`src/rtl/cache_control.sv`:
```
`default_nettype none
// ============================================================================
// Module   : cache_control
// Brief    : Controller for an 8-line x 128-bit direct-mapped, write-back,
//            write-allocate L1 cache between the CPU port and physical memory.
//            Owns the tag/valid/dirty state and drives the external data array.
// Revision : 1.0 - initial release
// ============================================================================
module cache_control (
  input  logic         clk,
  input  logic         reset_n,
  input  logic [15:0]  mem_address,
  input  logic         mem_read,
  input  logic         mem_write,
  input  logic [1:0]   mem_byte_enable,
  input  logic [15:0]  mem_wdata,
  output logic [15:0]  mem_rdata,
  output logic         mem_resp,
  output logic [15:0]  pmem_address,
  output logic         pmem_read,
  output logic         pmem_write,
  output logic [127:0] pmem_wdata,
  input  logic [127:0] pmem_rdata,
  input  logic         pmem_resp,
  output logic         data_load,
  output logic [2:0]   data_index,
  output logic [127:0] data_in,
  input  logic [127:0] data_out
);

  localparam logic [1:0] S_CHECK     = 2'd0;
  localparam logic [1:0] S_WRITEBACK = 2'd1;
  localparam logic [1:0] S_ALLOCATE  = 2'd2;

  logic [1:0]      state_q, state_d;
  logic [7:0]      valid_q, valid_d;
  logic [7:0]      dirty_q, dirty_d;
  logic [7:0][8:0] tag_q, tag_d;

  logic [2:0]      w_idx;
  logic [2:0]      w_word;
  logic [8:0]      w_tag;
  logic            w_req;
  logic            w_hit;
  logic [127:0]    w_merged;
  logic            w_unused;

  assign w_idx    = mem_address[6:4];
  assign w_word   = mem_address[3:1];
  assign w_tag    = mem_address[15:7];
  assign w_req    = mem_read | mem_write;
  assign w_hit    = valid_q[w_idx] & (tag_q[w_idx] == w_tag);
  // Byte addressing is resolved to 16-bit words; bit 0 carries no information.
  assign w_unused = mem_address[0];

  // Write-hit line: current line with the selected word's enabled bytes replaced.
  always_comb begin
    w_merged = data_out;
    if (mem_byte_enable[0]) w_merged[{w_word, 4'b0000} +: 8] = mem_wdata[7:0];
    if (mem_byte_enable[1]) w_merged[{w_word, 4'b1000} +: 8] = mem_wdata[15:8];
  end

  // Next-state, bookkeeping updates and all output strobes; everything forced low in reset.
  always_comb begin
    state_d      = state_q;
    valid_d      = valid_q;
    dirty_d      = dirty_q;
    tag_d        = tag_q;
    mem_resp     = 1'b0;
    mem_rdata    = data_out[{w_word, 4'b0000} +: 16];
    pmem_address = 16'h0000;
    pmem_read    = 1'b0;
    pmem_write   = 1'b0;
    pmem_wdata   = 128'h0;
    data_load    = 1'b0;
    data_in      = 128'h0;
    data_index   = w_idx;

    case (state_q)
      S_CHECK: begin
        if (w_req) begin
          if (w_hit) begin
            mem_resp = 1'b1;
            // A simultaneous read+write is serviced as a write.
            if (mem_write) begin
              data_load      = 1'b1;
              data_in        = w_merged;
              dirty_d[w_idx] = 1'b1;
            end
          end else if (valid_q[w_idx] && dirty_q[w_idx]) begin
            state_d = S_WRITEBACK;
          end else begin
            state_d = S_ALLOCATE;
          end
        end
      end
      S_WRITEBACK: begin
        pmem_write   = 1'b1;
        pmem_address = {tag_q[w_idx], w_idx, 4'b0000};
        pmem_wdata   = data_out;
        if (pmem_resp) state_d = S_ALLOCATE;
      end
      S_ALLOCATE: begin
        pmem_read    = 1'b1;
        pmem_address = {w_tag, w_idx, 4'b0000};
        if (pmem_resp) begin
          data_load      = 1'b1;
          data_in        = pmem_rdata;
          tag_d[w_idx]   = w_tag;
          valid_d[w_idx] = 1'b1;
          dirty_d[w_idx] = 1'b0;
          state_d        = S_CHECK;
        end
      end
      default: state_d = S_CHECK;
    endcase

    if (!reset_n) begin
      mem_resp     = 1'b0;
      mem_rdata    = 16'h0000;
      pmem_address = 16'h0000;
      pmem_read    = 1'b0;
      pmem_write   = 1'b0;
      pmem_wdata   = 128'h0;
      data_load    = 1'b0;
      data_in      = 128'h0;
      data_index   = 3'd0;
    end
  end

  // State and per-line tag/valid/dirty registers.
  always_ff @(posedge clk or negedge reset_n) begin
    if (!reset_n) begin
      state_q <= S_CHECK;
      valid_q <= '0;
      dirty_q <= '0;
      tag_q   <= '0;
    end else begin
      state_q <= state_d;
      valid_q <= valid_d;
      dirty_q <= dirty_d;
      tag_q   <= tag_d;
    end
  end

endmodule
`default_nettype wire
```
`config.mk`:
```
export PLATFORM = sky130hd
export DESIGN_NAME = cache_control
export DESIGN_NICKNAME = d
export VERILOG_FILES = /design/src/rtl/cache_control.sv
export SDC_FILE = /design/constraint.sdc
export NUM_CORES = 1
export LEC_CHECK = 0
export ABC_AREA = 1
export BUFFER_PORTS_ARGS = -buffer_cell sky130_fd_sc_hd__buf_2
export CAP_MARGIN = 10
export CORE_AREA = 2 2 230 232
export CTS_CLUSTER_SIZE = 40
export DETAILED_ROUTE_END_ITERATION = 8
export DIE_AREA = 0 0 232 234
export PLACE_DENSITY = 0.43
export SLEW_MARGIN = 15
export SYNTH_ARGS = -nofsm -noshare
export SYNTH_HDL_FRONTEND = slang
export SYNTH_SLANG_ARGS = --single-unit
```
`constraint.sdc`:
```
create_clock -name clk -period 6.41 [get_ports clk]
set_input_delay 0.641 -clock clk [delete_from_list [all_inputs] [get_ports clk]]
set_output_delay 0.641 -clock clk [all_outputs]
set_load 0.01 [all_outputs]
```
==> flow_metrics.env <==
export IMPL_ys_ff_latch=90
export IMPL_yosys_area_top_type="dfrtp_1"
export IMPL_track_usage=0.284
export IMPL_worstPathBufferInverterCount=4
export IMPL_grt_ovfl_total=0
export IMPL_slew_violations=0
export IMPL_clk_pin_slew_worst_paths_ns=0.07
export IMPL_core_rowCount=84
export IMPL_slew_headroom=0.293
export IMPL_async_reset_ff_frac=1.00
export IMPL_setup_viol=0
export IMPL_min_period_ns=4.88
export IMPL_p_per_area_mw_per_mm2=218
export IMPL_synth_top_cell_area_share=0.190
export IMPL_syn_inst=2116
export IMPL_fin_util=0.295
export IMPL_start_util=0.227
export IMPL_postCtsSetupRepairBufs=0
export IMPL_insertion_delay_ns=0.35
export IMPL_path_cells="buf_2, clkinv_1, ha_1, inv_1, nand2_1, nor2_1, nand4_1, or2_2, a21oi_1, nand3_1, a21oi_1, buf_2"
export IMPL_gp_congestion=0.933
export IMPL_ir_worst_vdd_v=0.000262
export IMPL_fmax_mhz=205
export IMPL_layout_common_cells="582 x buf_2, 547 x nand2_1, 258 x a21oi_1"
export IMPL_ant_nets=0
export IMPL_path_max_fanout=20
export IMPL_clockRootBuffer="clkbuf_16"
export IMPL_holdBufCountCts=0
export IMPL_synth_distinct_cells=38
export IMPL_cp_end_kind="output pin"
export IMPL_design_area_mm2=0.0154
export IMPL_route_detailed_drc=0
export IMPL_postRouteWirelength_mm=82.2
export IMPL_grt_max_degree=112
export IMPL_synth_yosys_warnings=0
export IMPL_final_common_cell="buf_2"
export IMPL_htreeDepth=3
export IMPL_drive_gt1_frac=0.286
export IMPL_worstSetupPathType="in2out"
export IMPL_syn2layout_area_growth_pct=29.8
export IMPL_die_x_um=232
export IMPL_worst_pin_slew_ns=1.05
export IMPL_rsz0062_at_grt="no"
export IMPL_worstPathArrival_ns=4.24
export IMPL_finalCritPeriodShare=0.761
export IMPL_vias_per_cell=4.98
export IMPL_cts_sinks=90
export IMPL_numCtsBuffers=9
export IMPL_grt_pass1_vias=14800
export IMPL_status="finished, final reports clean"
export IMPL_synth_edf_count=0
export IMPL_cp_start_kind="input port"
export IMPL_antenna_found_initial=23
export IMPL_dr_pass1_iters=7
export IMPL_yosys_top_cells_area="dfrtp_1 19%, nand2_1 17%, a21oi_1 11%, inv_1 8.1%, nor2_1 7.9%"
export IMPL_fp_coreArea_mm2=0.0520
export IMPL_fin_setup_tns_ns=0
export IMPL_port_buffers=584
export IMPL_cts_path_max_buffers=2
export IMPL_maxCapViolCount=0
export IMPL_dieHeight_um=234
export IMPL_postSynthAreaPerCell_um2=5.59
export IMPL_hold_ws_ns=0.290
export IMPL_cts_resized=0
export IMPL_finalHoldViolations=0
export IMPL_max_stage_delay_ns=0.59
export IMPL_min_path_type="in2async"
export IMPL_cp_required_ns=5.77
export IMPL_io_pins=590
export IMPL_drt_wirelength_per_cell_um=25.0
export IMPL_dpl_hpwl_mm=66.8
export IMPL_ys_flop_type="dfrtp_1"
export IMPL_yosysSeqAreaShare=0.190
export IMPL_vias=16400
export IMPL_pre_cts_slack_ns=1.61
export IMPL_die_area_mm2=0.0543
export IMPL_finClkSkew_ns=0.0114
export IMPL_grt_pass1_wl_mm=110
export IMPL_mappedNetlistArea_mm2=0.0118
export IMPL_crit_family="simple AND/OR/NAND/NOR gates"
export IMPL_dpl_cell_area_mm2=0.0150
export IMPL_nets=2882
export IMPL_critPathSlowestCell="clkinv_1"
export IMPL_cts_tree="built"
export IMPL_worst_slack_ns=1.53
export IMPL_p_leak_nw=8.14
export IMPL_drtIter0Drc=1641
[where the power goes]
part | total [mW] | internal (mW) | switching [mW]
sequential | 0.941 | 0.819 | 0.122
combinational | 1.87 | 0.556 | 1.32
clock | 0.541 | 0.283 | 0.258
[cells in the mapped netlist, drive strengths merged, types with 16 or more instances]
master,count
buf,54
a21oi,278
nor3,48
dfrtp,90
nand2,548
a211oi,20
a31oi,16
clkbuf,103
nand3,199
o21ai,164
a22oi,21
nor2,253
inv,264
[registers in the layout, indices dropped and copies added, names as in the netlist, named ones only]
signal   flops
valid_q      8
tag_q       72
state_q      2
[worst paths after layout]
| check | startpoint | to | slack (ns) | cells after the start |
|---|---|---|---|---|
| min in group clk | valid_q[0] | valid_q[0] | 0.45 | 2 |
| hold / removal | reset_n | tag_q[16] | 0.29 | 1 |
| hold reg to reg | valid_q[0] | valid_q[0] | 0.45 | 2 |
| setup / recovery | mem_address[3] | data_in[5] | 1.53 | 12 |
| setup reg to reg | state_q[0] | tag_q[65] | 2.72 | 7 |
| max in group asynchronous | reset_n | tag_q[47] | 4.74 | 2 |
[metal layers]
layer	wire length [um]	part of all wire	global-route usage	up-vias
met5	73	0.00089	0	-
met3	6010	0.073	0.0511	81
li1	-	-	-	7759
met4	2130	0.026	0.0801	12
met1	36000	0.44	0.385	7809
met2	38100	0.46	0.463	708
[final cells by class]
| class | count | area [um^2] |
|---|---|---|
| timing repair buffer | 604 | 3130 |
| clock inverter | 6 | 53.8 |
| clock buffer | 10 | 239 |
| multi-input combinational | 1599 | 7750 |
| tap | 688 | 861 |
| sequential | 90 | 2250 |
| antenna | 15 | 37.5 |
| fill | 6253 | 36700 |
| inverter | 273 | 1040 |
[through the flow]
step           total power, mW  instances
4_1_cts                   3.36       3270
5_1_grt                   3.63       3278
3_3_place_gp              2.78       3254
6_report                  3.35       3285
3_5_place_dp              2.81       3254
2_1_floorplan             2.11       2119
[cells by family after synthesis]
family,share of synthesized area
AO/OA/AOI/OAI,0.232
flip-flops,0.190
AND/OR/NAND/NOR,0.407
buffers and inverters,0.158
adder cells (fa/ha/maj),0.0106
multiplexers,0.00169
other,0.000317
Note: power is estimated with default switching activity, not from simulation.
